File: config.mk
export PLATFORM = sky130hd
export DESIGN_NAME = run_sequencer_flat
export DESIGN_NICKNAME = d
export VERILOG_FILES = /design/src/rtl/run_sequencer_if.sv /design/src/rtl/run_sequencer.sv /design/src/flat_wrapper.sv
export SDC_FILE = /design/constraint.sdc
export NUM_CORES = 1
export LEC_CHECK = 0
export CAP_MARGIN = 20
export CORE_MARGIN = 2
export CORE_UTILIZATION = 43
export DETAILED_ROUTE_END_ITERATION = 10
export PLACE_DENSITY = 0.88
export SLEW_MARGIN = 10
export SYNTH_ARGS = -nofsm -noshare
export SYNTH_HDL_FRONTEND = slang
export SYNTH_SLANG_ARGS = --single-unit
File: constraint.sdc
create_clock -name clk -period 5.9 [get_ports clk]
set_clock_uncertainty 0.15 [all_clocks]
set_input_delay 0.59 -clock clk [delete_from_list [all_inputs] [get_ports clk]]
set_output_delay 0.59 -clock clk [all_outputs]
set_load 0.02 [all_outputs]
File: src/rtl/run_sequencer_if.sv
// run_sequencer_if
//   Groups every signal that run_sequencer exchanges with the testbench and
//   the core (start/complete handshake, watchdog, PC init, both data_mem
//   write sources and the muxed data_mem write port).
//   Modports:
//     slave  - the sequencer: samples requests and core signals, drives
//              core control, status and the muxed data_mem port.
//     master - the environment (testbench + core): the mirror image.
//   Parameters: PC_W (start-address width), DM_AW (data_mem address width).
interface run_sequencer_if #(
    parameter int PC_W  = 10,
    parameter int DM_AW = 8
);
    // testbench control / status
    logic              req;
    logic [1:0]        prog_sel;
    logic [15:0]       timeout_cycles;
    logic              ack;
    logic              timeout;
    logic [15:0]       cycle_count;

    // core control
    logic              core_ack;
    logic              core_reset;
    logic [PC_W-1:0]   pc_init;

    // data_mem write sources
    logic              core_mem_wr_en;
    logic [DM_AW-1:0]  core_mem_addr;
    logic [7:0]        core_mem_data;
    logic              tb_mem_wr_en;
    logic [DM_AW-1:0]  tb_mem_addr;
    logic [7:0]        tb_mem_data;

    // muxed data_mem write port
    logic              mem_owner;
    logic              dm_wr_en;
    logic [DM_AW-1:0]  dm_addr;
    logic [7:0]        dm_data;

    modport slave (
        input  req, prog_sel, timeout_cycles, core_ack,
        input  core_mem_wr_en, core_mem_addr, core_mem_data,
        input  tb_mem_wr_en, tb_mem_addr, tb_mem_data,
        output ack, timeout, cycle_count, core_reset, pc_init,
        output mem_owner, dm_wr_en, dm_addr, dm_data
    );

    modport master (
        output req, prog_sel, timeout_cycles, core_ack,
        output core_mem_wr_en, core_mem_addr, core_mem_data,
        output tb_mem_wr_en, tb_mem_addr, tb_mem_data,
        input  ack, timeout, cycle_count, core_reset, pc_init,
        input  mem_owner, dm_wr_en, dm_addr, dm_data
    );
endinterface

File: src/rtl/run_sequencer.sv
// run_sequencer
//   Sequences one program run of the core: on a rising edge of req with a
//   valid prog_sel it holds the core in reset for two cycles while presenting
//   the program's start address on pc_init, then releases the core, counts
//   run cycles (saturating) and finishes on core_ack or on the watchdog.
//   While running, the core owns the data_mem write port; otherwise the
//   testbench owns it.
//   Ports:
//     clk   - system clock, rising edge
//     rst_n - asynchronous, active-low reset
//     bus   - run_sequencer_if.slave (handshake, core control, memory ports)
module run_sequencer #(
    parameter int              PC_W         = 10,
    parameter logic [PC_W-1:0] START_ADDR_1 = '0,
    parameter logic [PC_W-1:0] START_ADDR_2 = '0,
    parameter logic [PC_W-1:0] START_ADDR_3 = '0,
    parameter int              DM_AW        = 8
) (
    input  logic            clk,
    input  logic            rst_n,
    run_sequencer_if.slave  bus
);

    typedef enum logic [1:0] {
        ST_IDLE = 2'd0,
        ST_LOAD = 2'd1,
        ST_RUN  = 2'd2,
        ST_DONE = 2'd3
    } state_t;

    state_t          state_reg,       state_next;
    logic            load_cnt_reg,    load_cnt_next;
    logic            req_q_reg;
    logic [1:0]      prog_reg,        prog_next;
    logic [15:0]     cycle_count_reg, cycle_count_next;
    logic            timeout_reg,     timeout_next;
    logic [PC_W-1:0] pc_init_reg,     pc_init_next;

    logic            req_rise;
    logic [16:0]     cycle_inc;
    logic            watchdog_hit;

    function automatic logic [PC_W-1:0] start_addr(input logic [1:0] n);
        case (n)
            2'd1:    start_addr = START_ADDR_1;
            2'd2:    start_addr = START_ADDR_2;
            2'd3:    start_addr = START_ADDR_3;
            default: start_addr = '0;
        endcase
    endfunction

    always_ff @(posedge clk or negedge rst_n) begin
        if (!rst_n) begin
            state_reg       <= ST_IDLE;
            load_cnt_reg    <= 1'b0;
            req_q_reg       <= 1'b0;
            prog_reg        <= 2'd0;
            cycle_count_reg <= 16'd0;
            timeout_reg     <= 1'b0;
            pc_init_reg     <= '0;
        end else begin
            state_reg       <= state_next;
            load_cnt_reg    <= load_cnt_next;
            req_q_reg       <= bus.req;
            prog_reg        <= prog_next;
            cycle_count_reg <= cycle_count_next;
            timeout_reg     <= timeout_next;
            pc_init_reg     <= pc_init_next;
        end
    end

    assign req_rise  = bus.req & ~req_q_reg;
    // 17 bits so a saturated count never wraps into a false watchdog match
    assign cycle_inc = {1'b0, cycle_count_reg} + 17'd1;
    assign watchdog_hit = (bus.timeout_cycles != 16'd0) &&
                          (cycle_inc == {1'b0, bus.timeout_cycles});

    always_comb begin
        state_next       = state_reg;
        load_cnt_next    = load_cnt_reg;
        prog_next        = prog_reg;
        cycle_count_next = cycle_count_reg;
        timeout_next     = timeout_reg;
        pc_init_next     = pc_init_reg;

        case (state_reg)
            ST_IDLE: begin
                // A rising edge with prog_sel=0 is consumed here: req_q
                // follows req, so only a fresh rising edge can start a run.
                if (req_rise && (bus.prog_sel != 2'd0)) begin
                    state_next       = ST_LOAD;
                    load_cnt_next    = 1'b0;
                    prog_next        = bus.prog_sel;
                    // Loaded on entry so pc_init is valid for both LOAD cycles
                    pc_init_next     = start_addr(bus.prog_sel);
                    cycle_count_next = 16'd0;
                    timeout_next     = 1'b0;
                end
            end
            ST_LOAD: begin
                pc_init_next = start_addr(prog_reg);
                if (load_cnt_reg) begin
                    state_next    = ST_RUN;
                    load_cnt_next = 1'b0;
                end else begin
                    load_cnt_next = 1'b1;
                end
            end
            ST_RUN: begin
                if (cycle_count_reg != 16'hFFFF) begin
                    cycle_count_next = cycle_inc[15:0];
                end
                // core_ack takes priority over a same-edge watchdog expiry
                if (bus.core_ack) begin
                    state_next = ST_DONE;
                end else if (watchdog_hit) begin
                    state_next   = ST_DONE;
                    timeout_next = 1'b1;
                end
            end
            ST_DONE: begin
                if (!bus.req) begin
                    state_next = ST_IDLE;
                end
            end
            default: begin
                state_next = ST_IDLE;
            end
        endcase
    end

    // Outputs decoded from registered state so an async reset clears them at once
    assign bus.core_reset  = (state_reg != ST_RUN);
    assign bus.mem_owner   = (state_reg == ST_RUN);
    assign bus.ack         = (state_reg == ST_DONE);
    assign bus.timeout     = timeout_reg;
    assign bus.cycle_count = cycle_count_reg;
    assign bus.pc_init     = pc_init_reg;

    // Write-port arbitration: only the current owner's write reaches data_mem
    assign bus.dm_wr_en = bus.mem_owner ? bus.core_mem_wr_en : bus.tb_mem_wr_en;
    assign bus.dm_addr  = bus.mem_owner ? bus.core_mem_addr  : bus.tb_mem_addr;
    assign bus.dm_data  = bus.mem_owner ? bus.core_mem_data  : bus.tb_mem_data;

endmodule

File: src/flat_wrapper.sv
// flat-port wrapper written by rule: the top's interface ports become plain ports
module run_sequencer_flat 
#(
    parameter int              PC_W         = 10,
    parameter logic [PC_W-1:0] START_ADDR_1 = '0,
    parameter logic [PC_W-1:0] START_ADDR_2 = '0,
    parameter logic [PC_W-1:0] START_ADDR_3 = '0,
    parameter int              DM_AW        = 8
)
  (clk, rst_n, bus_req, bus_prog_sel, bus_timeout_cycles, bus_core_ack, bus_core_mem_wr_en, bus_core_mem_addr, bus_core_mem_data, bus_tb_mem_wr_en, bus_tb_mem_addr, bus_tb_mem_data, bus_ack, bus_timeout, bus_cycle_count, bus_core_reset, bus_pc_init, bus_mem_owner, bus_dm_wr_en, bus_dm_addr, bus_dm_data);
  run_sequencer_if #(.PC_W(PC_W), .DM_AW(DM_AW)) bus_i ();
  input  logic clk;
  input  logic rst_n;
  input wire logic [$bits(bus_i.req)-1:0] bus_req;
  input wire logic [$bits(bus_i.prog_sel)-1:0] bus_prog_sel;
  input wire logic [$bits(bus_i.timeout_cycles)-1:0] bus_timeout_cycles;
  input wire logic [$bits(bus_i.core_ack)-1:0] bus_core_ack;
  input wire logic [$bits(bus_i.core_mem_wr_en)-1:0] bus_core_mem_wr_en;
  input wire logic [$bits(bus_i.core_mem_addr)-1:0] bus_core_mem_addr;
  input wire logic [$bits(bus_i.core_mem_data)-1:0] bus_core_mem_data;
  input wire logic [$bits(bus_i.tb_mem_wr_en)-1:0] bus_tb_mem_wr_en;
  input wire logic [$bits(bus_i.tb_mem_addr)-1:0] bus_tb_mem_addr;
  input wire logic [$bits(bus_i.tb_mem_data)-1:0] bus_tb_mem_data;
  output wire logic [$bits(bus_i.ack)-1:0] bus_ack;
  output wire logic [$bits(bus_i.timeout)-1:0] bus_timeout;
  output wire logic [$bits(bus_i.cycle_count)-1:0] bus_cycle_count;
  output wire logic [$bits(bus_i.core_reset)-1:0] bus_core_reset;
  output wire logic [$bits(bus_i.pc_init)-1:0] bus_pc_init;
  output wire logic [$bits(bus_i.mem_owner)-1:0] bus_mem_owner;
  output wire logic [$bits(bus_i.dm_wr_en)-1:0] bus_dm_wr_en;
  output wire logic [$bits(bus_i.dm_addr)-1:0] bus_dm_addr;
  output wire logic [$bits(bus_i.dm_data)-1:0] bus_dm_data;
  assign bus_i.req = bus_req;
  assign bus_i.prog_sel = bus_prog_sel;
  assign bus_i.timeout_cycles = bus_timeout_cycles;
  assign bus_i.core_ack = bus_core_ack;
  assign bus_i.core_mem_wr_en = bus_core_mem_wr_en;
  assign bus_i.core_mem_addr = bus_core_mem_addr;
  assign bus_i.core_mem_data = bus_core_mem_data;
  assign bus_i.tb_mem_wr_en = bus_tb_mem_wr_en;
  assign bus_i.tb_mem_addr = bus_tb_mem_addr;
  assign bus_i.tb_mem_data = bus_tb_mem_data;
  assign bus_ack = bus_i.ack;
  assign bus_timeout = bus_i.timeout;
  assign bus_cycle_count = bus_i.cycle_count;
  assign bus_core_reset = bus_i.core_reset;
  assign bus_pc_init = bus_i.pc_init;
  assign bus_mem_owner = bus_i.mem_owner;
  assign bus_dm_wr_en = bus_i.dm_wr_en;
  assign bus_dm_addr = bus_i.dm_addr;
  assign bus_dm_data = bus_i.dm_data;
  run_sequencer #(.PC_W(PC_W), .START_ADDR_1(START_ADDR_1), .START_ADDR_2(START_ADDR_2), .START_ADDR_3(START_ADDR_3), .DM_AW(DM_AW)) u_core (.clk(clk), .rst_n(rst_n), .bus(bus_i));
endmodule
# == Word-level counts from Yosys, hierarchy flattened ==
# Index checks and enable logic that the tools add are counted.
# word_totals
register_bits,31
input_bits,56
out_inout_bits,47
word_cells,53
# classes
addsub,1
n_eq_ne,13
mux,20
bitwise,2
n_reduce_logical,11
# op_table
operator,count
$mux W16,2
$pmux W16 S2,1
$pmux W10 S2,1
$add A16 B1 Y17 const B,1
$eq A17 B16 Y1,1
$mux W8,2
$ne A16 B16 Y1 const B,1
$reduce_bool A16 Y1,1
$mux W10,1
$mux W2,5
$ne A2 B2 Y1 const B,5
$pmux W2 S4,1
$reduce_and A4 Y1,2
$reduce_bool A2 Y1,3
$mux W1,5
$eq A2 B2 Y1 const B,2
$ne A2 B1 Y1 const B,2
$pmux W1 S2,2
$ne A3 B3 Y1 const B,1
$reduce_and A3 Y1,1
$eq A2 B1 Y1 const B,1
$logic_and A1 B1 Y1,2
$logic_not A2 Y1,1
$reduce_and A2 Y1,1
other kinds (2),2

# == Logic depth before layout (Yosys ltp) ==
# Gate-level depths: netlist (run 1).
# logic_depth
word_depth,6
mapped_depth,10
ltp_nobuf,8

# == Least setup slack after synthesis (run 1) ==
# No wires, ideal clock.
# synth_timing
path_kind,reg2reg
from,reg u_core.cycle_count_reg[0] (netlist: u_core.bus.cycle_count[0])
to,reg u_core.state_reg[1]
setup_time_ns,0.076
arrival_time_ns,2.473
required_time_ns,5.674
path_slack_ns,3.200
stages_incl_launch_ff,9
n_path_buf,0
period_less_slack_ns,2.700
path_cell_list,dfrtp_1 ha_1 nand3_2 or4_4 xnor2_1 nand4_1 or4b_1 o22a_1 o21ai_1
# synth_between
elab_chain_len,5
# synth_rtl
element,line,text
"start, declared",run_sequencer.sv:35,"logic [15:0] cycle_count_reg, cycle_count_next;"
"start signal, assigned",run_sequencer.sv:66,cycle_count_reg <= cycle_count_next;
$add A16 B1 Y17,run_sequencer.sv:74,"assign cycle_inc = {1'b0, cycle_count_reg} + 17'd1;"
$eq A17 B16 Y1,run_sequencer.sv:76,"(cycle_inc == {1'b0, bus.timeout_cycles});"
$logic_and A1 B1 Y1,run_sequencer.sv:75,assign watchdog_hit = (bus.timeout_cycles != 16'd0) &&
$ne A3 B3 Y1 (no line),-,
$reduce_and A4 Y1 (no line),-,
"end signal, assigned",run_sequencer.sv:62,state_reg <= state_next;
"end, declared",run_sequencer.sv:31,"state_t state_reg, state_next;"
# No other way between the ends.
# A chain may end at the register's enable or synchronous reset.

# == Worst setup path in the final report (run 1) ==
# layout_timing
from,reg u_core.state_reg[0]
to,reg u_core.cycle_count_reg[3] (netlist: u_core.bus.cycle_count[3])
# layout_between
elab_chain_len,3
elab_cells_between_ends,7
classes_between,eq/ne (3); mux (1); reduce/logical (3)
# layout_rtl
element,line,text
$eq A2 B2 Y1 or $logic_not A2 Y1 (tied branches),run_sequencer.sv:86,case (state_reg)
"$ne A2 B2 Y1 (no line), or another cell as far along",-,
$reduce_and A3 Y1 (no line),-,
# Several ways; a longest one is shown, not always the timed one.

==> flow_metrics.env, run 1 <==
export IMPL_synth_cells=235
export IMPL_fp_row_count=24
export IMPL_cts_sinks=21
export IMPL_cts_tree="done"
export IMPL_drt_total_wl_um=6452
export IMPL_root_buffer="clkbuf_8"
export IMPL_via_per_inst=5.827
export IMPL_clockPowerShare=0.116
export IMPL_min_period_ns=3.594
export IMPL_largest_reg_flops=16
export IMPL_grt_pass1_wl_um=10430
export IMPL_area_growth_pct=49.11
export IMPL_drt_wirelength_per_cell_um=17.39
export IMPL_place_gp_congestion=0.9509
export IMPL_cts_buffer_depth=2
export IMPL_crit_cells=8
export IMPL_path_buf_inv=2
export IMPL_yosys_warnings=0
export IMPL_peakVddDrop_mv=0.1895
export IMPL_max_stage_delay_ns=0.87
export IMPL_drt_initial_drc_count=223
export IMPL_cp_arrival_ns=3.57
export IMPL_synthFlopType="dfrtp_1"
export IMPL_worst_hold_path_type="reg -> reg"
export IMPL_path_max_fanout=27
export IMPL_setup_viol=0
export IMPL_die_x_um=71.51
export IMPL_die_area_um2=5113
export IMPL_io_pin_count=103
export IMPL_fin_cells=371
export IMPL_drtAntennaViolNets=0
export IMPL_seq_area_frac_synth=0.2682
export IMPL_yosys_register_bits=21
export IMPL_drv_slew=0
export IMPL_holdPathStages=1
export IMPL_seqCellArea_um2=525.5
export IMPL_powerDensity_nw_per_um2=281.0
export IMPL_cp_end_kind="register"
export IMPL_synth_edf_count=0
export IMPL_drive_gt1_frac=0.1003
export IMPL_diodes=0
export IMPL_fin_crit_sh=0.6092
export IMPL_fin_nets=381
export IMPL_max_freq_ghz=0.2782
export IMPL_hold_buffers=0
export IMPL_rr_worst_depth=8
export IMPL_p_int_mw=0.4594
export IMPL_rsz0062_at_grt="false"
export IMPL_synth_avg_cell_area_um2=8.338
export IMPL_path_cells="inv_1 -> ha_1 -> inv_1 -> mux2_2 -> a21oi_1 -> o21ai_0 -> nand2_1 -> o31ai_1"
export IMPL_antenna_found_initial=0
export IMPL_async_flop_share=1.000
export IMPL_sequentialPowerShare=0.237
export IMPL_setup_worst_path_start="u_core.state_reg[0]$_DFFE_PN0P_"
export IMPL_crit_reg2reg_launch="u_core.state_reg[0]$_DFFE_PN0P_"
export IMPL_cts_buffers=3
export IMPL_netlist_top_cells_count="nand2_1, o21ai_0, dfrtp_1, xnor2_1, mux2_2"
export IMPL_firstDrtPassIters=6
export IMPL_fill_cells=374
export IMPL_required_ns=5.87
export IMPL_criticalPathCategory="reg -> reg"
export IMPL_clk_pin_slew_ns=0.08
export IMPL_vias=2162
export IMPL_postLayoutCoreUtil=0.6664
export IMPL_crit_path_start_kind="register"
export IMPL_worst_slew_pin_slew_ns=1.062
export IMPL_grt_pass1_vias=2041
export IMPL_yosysTopAreaCellShare=0.2682
export IMPL_cp_slowest_cell="ha_1"
export IMPL_multi_input_area_um2=1300
export IMPL_outcome="completed"
export IMPL_io_buffers=92
export IMPL_grt_usage=0.2542
export IMPL_hp_start="u_core.bus.cycle_count[14]$_DFFE_PN0P_"
export IMPL_p_comb_frac=0.647
export IMPL_die_h_um=71.51
export IMPL_synth_most_common_cell="nand2_1"
export IMPL_cts_resized=0
export IMPL_post_cts_buffers=0
export IMPL_post_dp_hpwl_um=5021
export IMPL_final_setup_tns_ns=0
export IMPL_path_delay_family="compound AO/OA/AOI/OAI gates"
export IMPL_placed_cells=366
export IMPL_cp_common_cell="inv_1"
export IMPL_cap_violations=0
export IMPL_route_detailed_drc=0
export IMPL_netlist_cell_type_count=47
export IMPL_switching_power_mw=0.3616
export IMPL_ctsHtreeMaxLevel=1
export IMPL_core_um2=4384
export IMPL_hold_viol_final=0
export IMPL_grt_max_degree=28
export IMPL_synth_area_leaders="dfrtp_1, mux2_2, xnor2_1"
export IMPL_synth_area_um2=1959
export IMPL_hold_slack_ns=0.4442
export IMPL_initial_core_util=0.4469
export IMPL_p_leak_nw=1.103
export IMPL_grt_ovfl_total=0
export IMPL_synth_largest_area_cell="dfrtp_1"
export IMPL_p_sw_frac=0.4404
export IMPL_clock_latency_ns=0.26
export IMPL_max_slew_margin=0.2923
## power by group through the flow
stage	clock [mW]	combinational [mW]	sequential, mW
finish	0.0952	0.531	0.194
global route	0.103	0.574	0.197
CTS	0.0957	0.527	0.193
detailed placement	0	0.521	0.196
global placement	0	0.502	0.194
floorplan	0	0.327	0.196
## per-stage QoR
step	setup WS [ns]	area (um2)	power (mW)
floorplan	3.200	1993	0.5232
global placement	2.721	2849	0.6962
detailed placement	2.479	2849	0.7170
CTS	2.385	2894	0.8150
global route	2.083	2922	0.8745
finish	2.306	2922	0.8210
## cell usage in the layout (no fill, tap or decap), types with 2 or more instances in the layout
cell / count
clkdlybuf4s50_1: 92
inv_1: 10
o21ai_0: 23
conb_1: 10
clkbuf_8: 3
a31o_2: 2
a22oi_1: 2
and3_1: 5
dfrtp_1: 21
nand2_1: 28
xor2_1: 5
mux2_2: 18
a21bo_2: 2
o31ai_1: 6
ha_1: 5
a31oi_1: 3
a21oi_1: 5
a21o_1: 2
nand3b_1: 2
nand3_1: 5
xnor2_1: 19
nor2_1: 5
nor4_1: 8
nand4_1: 7
nor3_1: 7
nand3_2: 2
## cell type report
cell class / count / share of cell area
sequential: 21 / 0.1799
inverter: 10 / 0.01285
timing repair buffer: 93 / 0.3246
clock buffer: 4 / 0.01542
tap: 52 / 0.02227
multi-input combinational: 191 / 0.4450
## final timing paths
kind / to / slack, ns
max: u_core.bus.cycle_count[3]$_DFFE_PN0P_ / 2.31
min: u_core.bus.cycle_count[14]$_DFFE_PN0P_ / 0.44
max reg2reg: u_core.bus.cycle_count[3]$_DFFE_PN0P_ / 2.31
min reg2reg: u_core.bus.cycle_count[14]$_DFFE_PN0P_ / 0.44
max in group asynchronous: u_core.bus.timeout$_DFFE_PN0P_ / 4.74
min in group asynchronous: u_core.bus.cycle_count[11]$_DFFE_PN0P_ / 0.46
## layer usage
layer  part of all wire  GRT usage
met5                  0          0
met4              0.012    0.05031
met3              0.072    0.05767
met2               0.51     0.4259
met1               0.40     0.3383
## kinds of logic after synthesis
group / share of synthesized area
muxes: 0.1086
xor gates and xnor gates: 0.1073
other: 0.001914
AOI/OAI and AO/OA: 0.1833
buffers and inverters: 0.08557
adders and majority gates: 0.03193
DFF: 0.2682
and+or+nand+nor: 0.2133
## worst reg2reg max path, stage by stage (launching register included)
cell     delay (ns)
dfrtp_1        0.42
inv_1          0.12
ha_1           0.87
inv_1          0.25
mux2_2         0.41
a21oi_1        0.73
o21ai_0        0.30
nand2_1        0.14
o31ai_1        0.07
(Power assumes the default switching activity.)
==> run 2, diff against run 1 <==
--- a/config.mk
+++ b/config.mk
@@ -7,9 +7,9 @@
 export LEC_CHECK = 0
 export CAP_MARGIN = 20
 export CORE_MARGIN = 2
-export CORE_UTILIZATION = 43
+export CORE_UTILIZATION = 40
 export DETAILED_ROUTE_END_ITERATION = 10
-export PLACE_DENSITY = 0.88
+export PLACE_DENSITY = 0.82
 export SLEW_MARGIN = 10
 export SYNTH_ARGS = -nofsm -noshare
 export SYNTH_HDL_FRONTEND = slang
==> constraint.sdc (replaced) <==
create_clock -name clk -period 3.4 [get_ports clk]
set_clock_uncertainty 0.15 [all_clocks]
set_input_delay 0.34 -clock clk [delete_from_list [all_inputs] [get_ports clk]]
set_output_delay 0.34 -clock clk [all_outputs]
set_load 0.02 [all_outputs]
==> run 2 against run 1 <==
Against the previous run:
- final cell count grew 4.6%
- combinational power is 75% higher
- die area up 7.1%
- non-clock buffer count up 2
- largest cell class unchanged
- setup slack worse by 1.9 ns
- wire length fell by 3.3%
- cell area up 0.73%
- global-route usage decreased by 4.0 points
- sequential cell count unchanged
- first-iteration DRC count fell by 37%
- critical path depth decreased by 3
- sequential share of layout area decreased by 0.13 points
==> flow_metrics.env, run 2 (synthesis results as in run 1) <==
export IMPL_crit_reg2reg_launch="u_core.bus.cycle_count[0]$_DFFE_PN0P_"
export IMPL_dpl_cell_area_um2=2883
export IMPL_rsz0062_at_grt="false"
export IMPL_clock_latency_ns=0.27
export IMPL_worst_slew_pin_slew_ns=0.7167
export IMPL_crit_path_start_kind="register"
export IMPL_rr_worst_depth=8
export IMPL_cts_sinks=21
export IMPL_clk_pin_slew_ns=0.08
export IMPL_hold_viol_final=0
export IMPL_io_buffers=92
export IMPL_fill_cells=420
export IMPL_cts_buffer_depth=2
export IMPL_worst_hold_path_type="in -> async"
export IMPL_grt_pass1_wl_um=9239
export IMPL_drv_slew=0
export IMPL_fin_area_um2=2943
export IMPL_root_buffer="clkbuf_8"
export IMPL_met1Wirelength_um=2651
export IMPL_postLayoutCoreUtil=0.6230
export IMPL_io_pin_count=103
export IMPL_min_period_ns=2.976
export IMPL_route_detailed_drc=0
export IMPL_initial_core_util=0.4148
export IMPL_total_power_mw=1.437
export IMPL_cap_violations=0
export IMPL_reg2reg_to="u_core.state_reg[0]$_DFFE_PN0P_"
export IMPL_vias=2107
export IMPL_die_x_um=73.99
export IMPL_setup_viol=0
export IMPL_timing_final_ws_setup_ns=0.4237
export IMPL_via_per_inst=5.430
export IMPL_core_um2=4723
export IMPL_cts_tree="done"
export IMPL_top_layer="met4"
export IMPL_pre_cts_ws_ns=0.6033
export IMPL_post_cts_buffers=0
export IMPL_dr_wl_met2_um=3205
export IMPL_die_h_um=73.99
export IMPL_fp_row_count=25
export IMPL_hold_buffers=0
export IMPL_hold_slack_ns=0.2301
export IMPL_fin_cells=388
export IMPL_die_area_um2=5475
export IMPL_ff2ff_setup_slack_ns=0.51
export IMPL_outcome="completed"
export IMPL_largest_reg_flops=16
export IMPL_grt_ovfl_total=0
export IMPL_antenna_found_initial=0
export IMPL_grt_usage=0.2145
export IMPL_cp_end_kind="primary output"
export IMPL_cts_resized=0
export IMPL_diodes=0
export IMPL_area_growth_pct=50.19
export IMPL_mostFrequentLayoutCells="clkdlybuf4s50_1, nand2_1, o21ai_0"
export IMPL_post_dp_hpwl_um=4849
export IMPL_max_freq_ghz=0.3360
export IMPL_required_ns=2.91
export IMPL_drive_gt1_frac=0.1059
export IMPL_fin_nets=383
export IMPL_powerDensity_nw_per_um2=488.4
export IMPL_drtAntennaViolNets=0
export IMPL_drt_wirelength_per_cell_um=16.08
export IMPL_path_max_fanout=18
export IMPL_p_leak_nw=1.109
export IMPL_max_slew_margin=0.5208
export IMPL_drt_total_wl_um=6238
export IMPL_grt_max_degree=22
export IMPL_firstDrtPassIters=4
export IMPL_peakVddDrop_mv=0.2461
export IMPL_cp_arrival_ns=2.49
export IMPL_drt_initial_drc_count=140
export IMPL_criticalPathCategory="reg -> out"
export IMPL_fin_crit_sh=0.8754
export IMPL_grt_pass1_vias=1904
export IMPL_ctsHtreeMaxLevel=1
export IMPL_placed_cells=383
export IMPL_layout_commonest_cell="clkdlybuf4s50_1"
export IMPL_final_setup_tns_ns=0
export IMPL_place_gp_congestion=0.8798
export IMPL_cts_buffers=3
export IMPL_wl_met3_um=308
==> run 2: report_power, final <==
part           total (mW)  internal, mW  switching (mW)
registers           0.334         0.285          0.0489
clock network       0.173        0.0838          0.0896
logic               0.930         0.438           0.493
total                1.44         0.806           0.631
==> run 2: critical path: stages, from the launching register on <==
cell	delay, ns
dfrtp_1	0.43
inv_1	0.12
ha_1	0.42
buf_4	0.32
mux2_2	0.37
clkdlybuf4s50_1	0.55
==> run 2: worst max path at each step <==
| stage | startpoint | to | slack [ns] | depth (start not counted) |
|---|---|---|---|---|
| final | u_core.state_reg[0]$_DFFE_PN0P_ | bus_dm_data[0] | 0.42 | 5 |
| after global routing | u_core.state_reg[0]$_DFFE_PN0P_ | bus_dm_data[0] | 0.31 | 5 |
| after detailed placement | u_core.bus.cycle_count[0]$_DFFE_PN0P_ | u_core.state_reg[0]$_DFFE_PN0P_ | 0.60 | 8 |
| after global placement | u_core.bus.cycle_count[0]$_DFFE_PN0P_ | u_core.state_reg[1]$_DFFE_PN0P_ | 0.73 | 8 |
| after floorplan | u_core.bus.cycle_count[0]$_DFFE_PN0P_ | u_core.state_reg[1]$_DFFE_PN0P_ | 0.70 | 8 |
| after CTS | u_core.state_reg[0]$_DFFE_PN0P_ | bus_dm_data[0] | 0.40 | 5 |
==> run 2: layout make-up <==
cell class	instances	area [um2]	area share
Clock buffer	4	45.04	0.01531
Inverter	10	37.54	0.01276
Multi-Input combinational cell	191	1300	0.4418
Sequential cell	21	525.5	0.1786
Tap cell	67	83.83	0.02849
Timing Repair Buffer	95	950.9	0.3231
==> run 2: routing by layer <==
| metal | vias up | global-route usage |
|---|---|---|
| li1 | 1011 | - |
| met1 | 1016 | 0.3034 |
| met2 | 70 | 0.3442 |
| met3 | 10 | 0.03523 |
| met4 | 0 | 0.05051 |
| met5 | - | 0 |
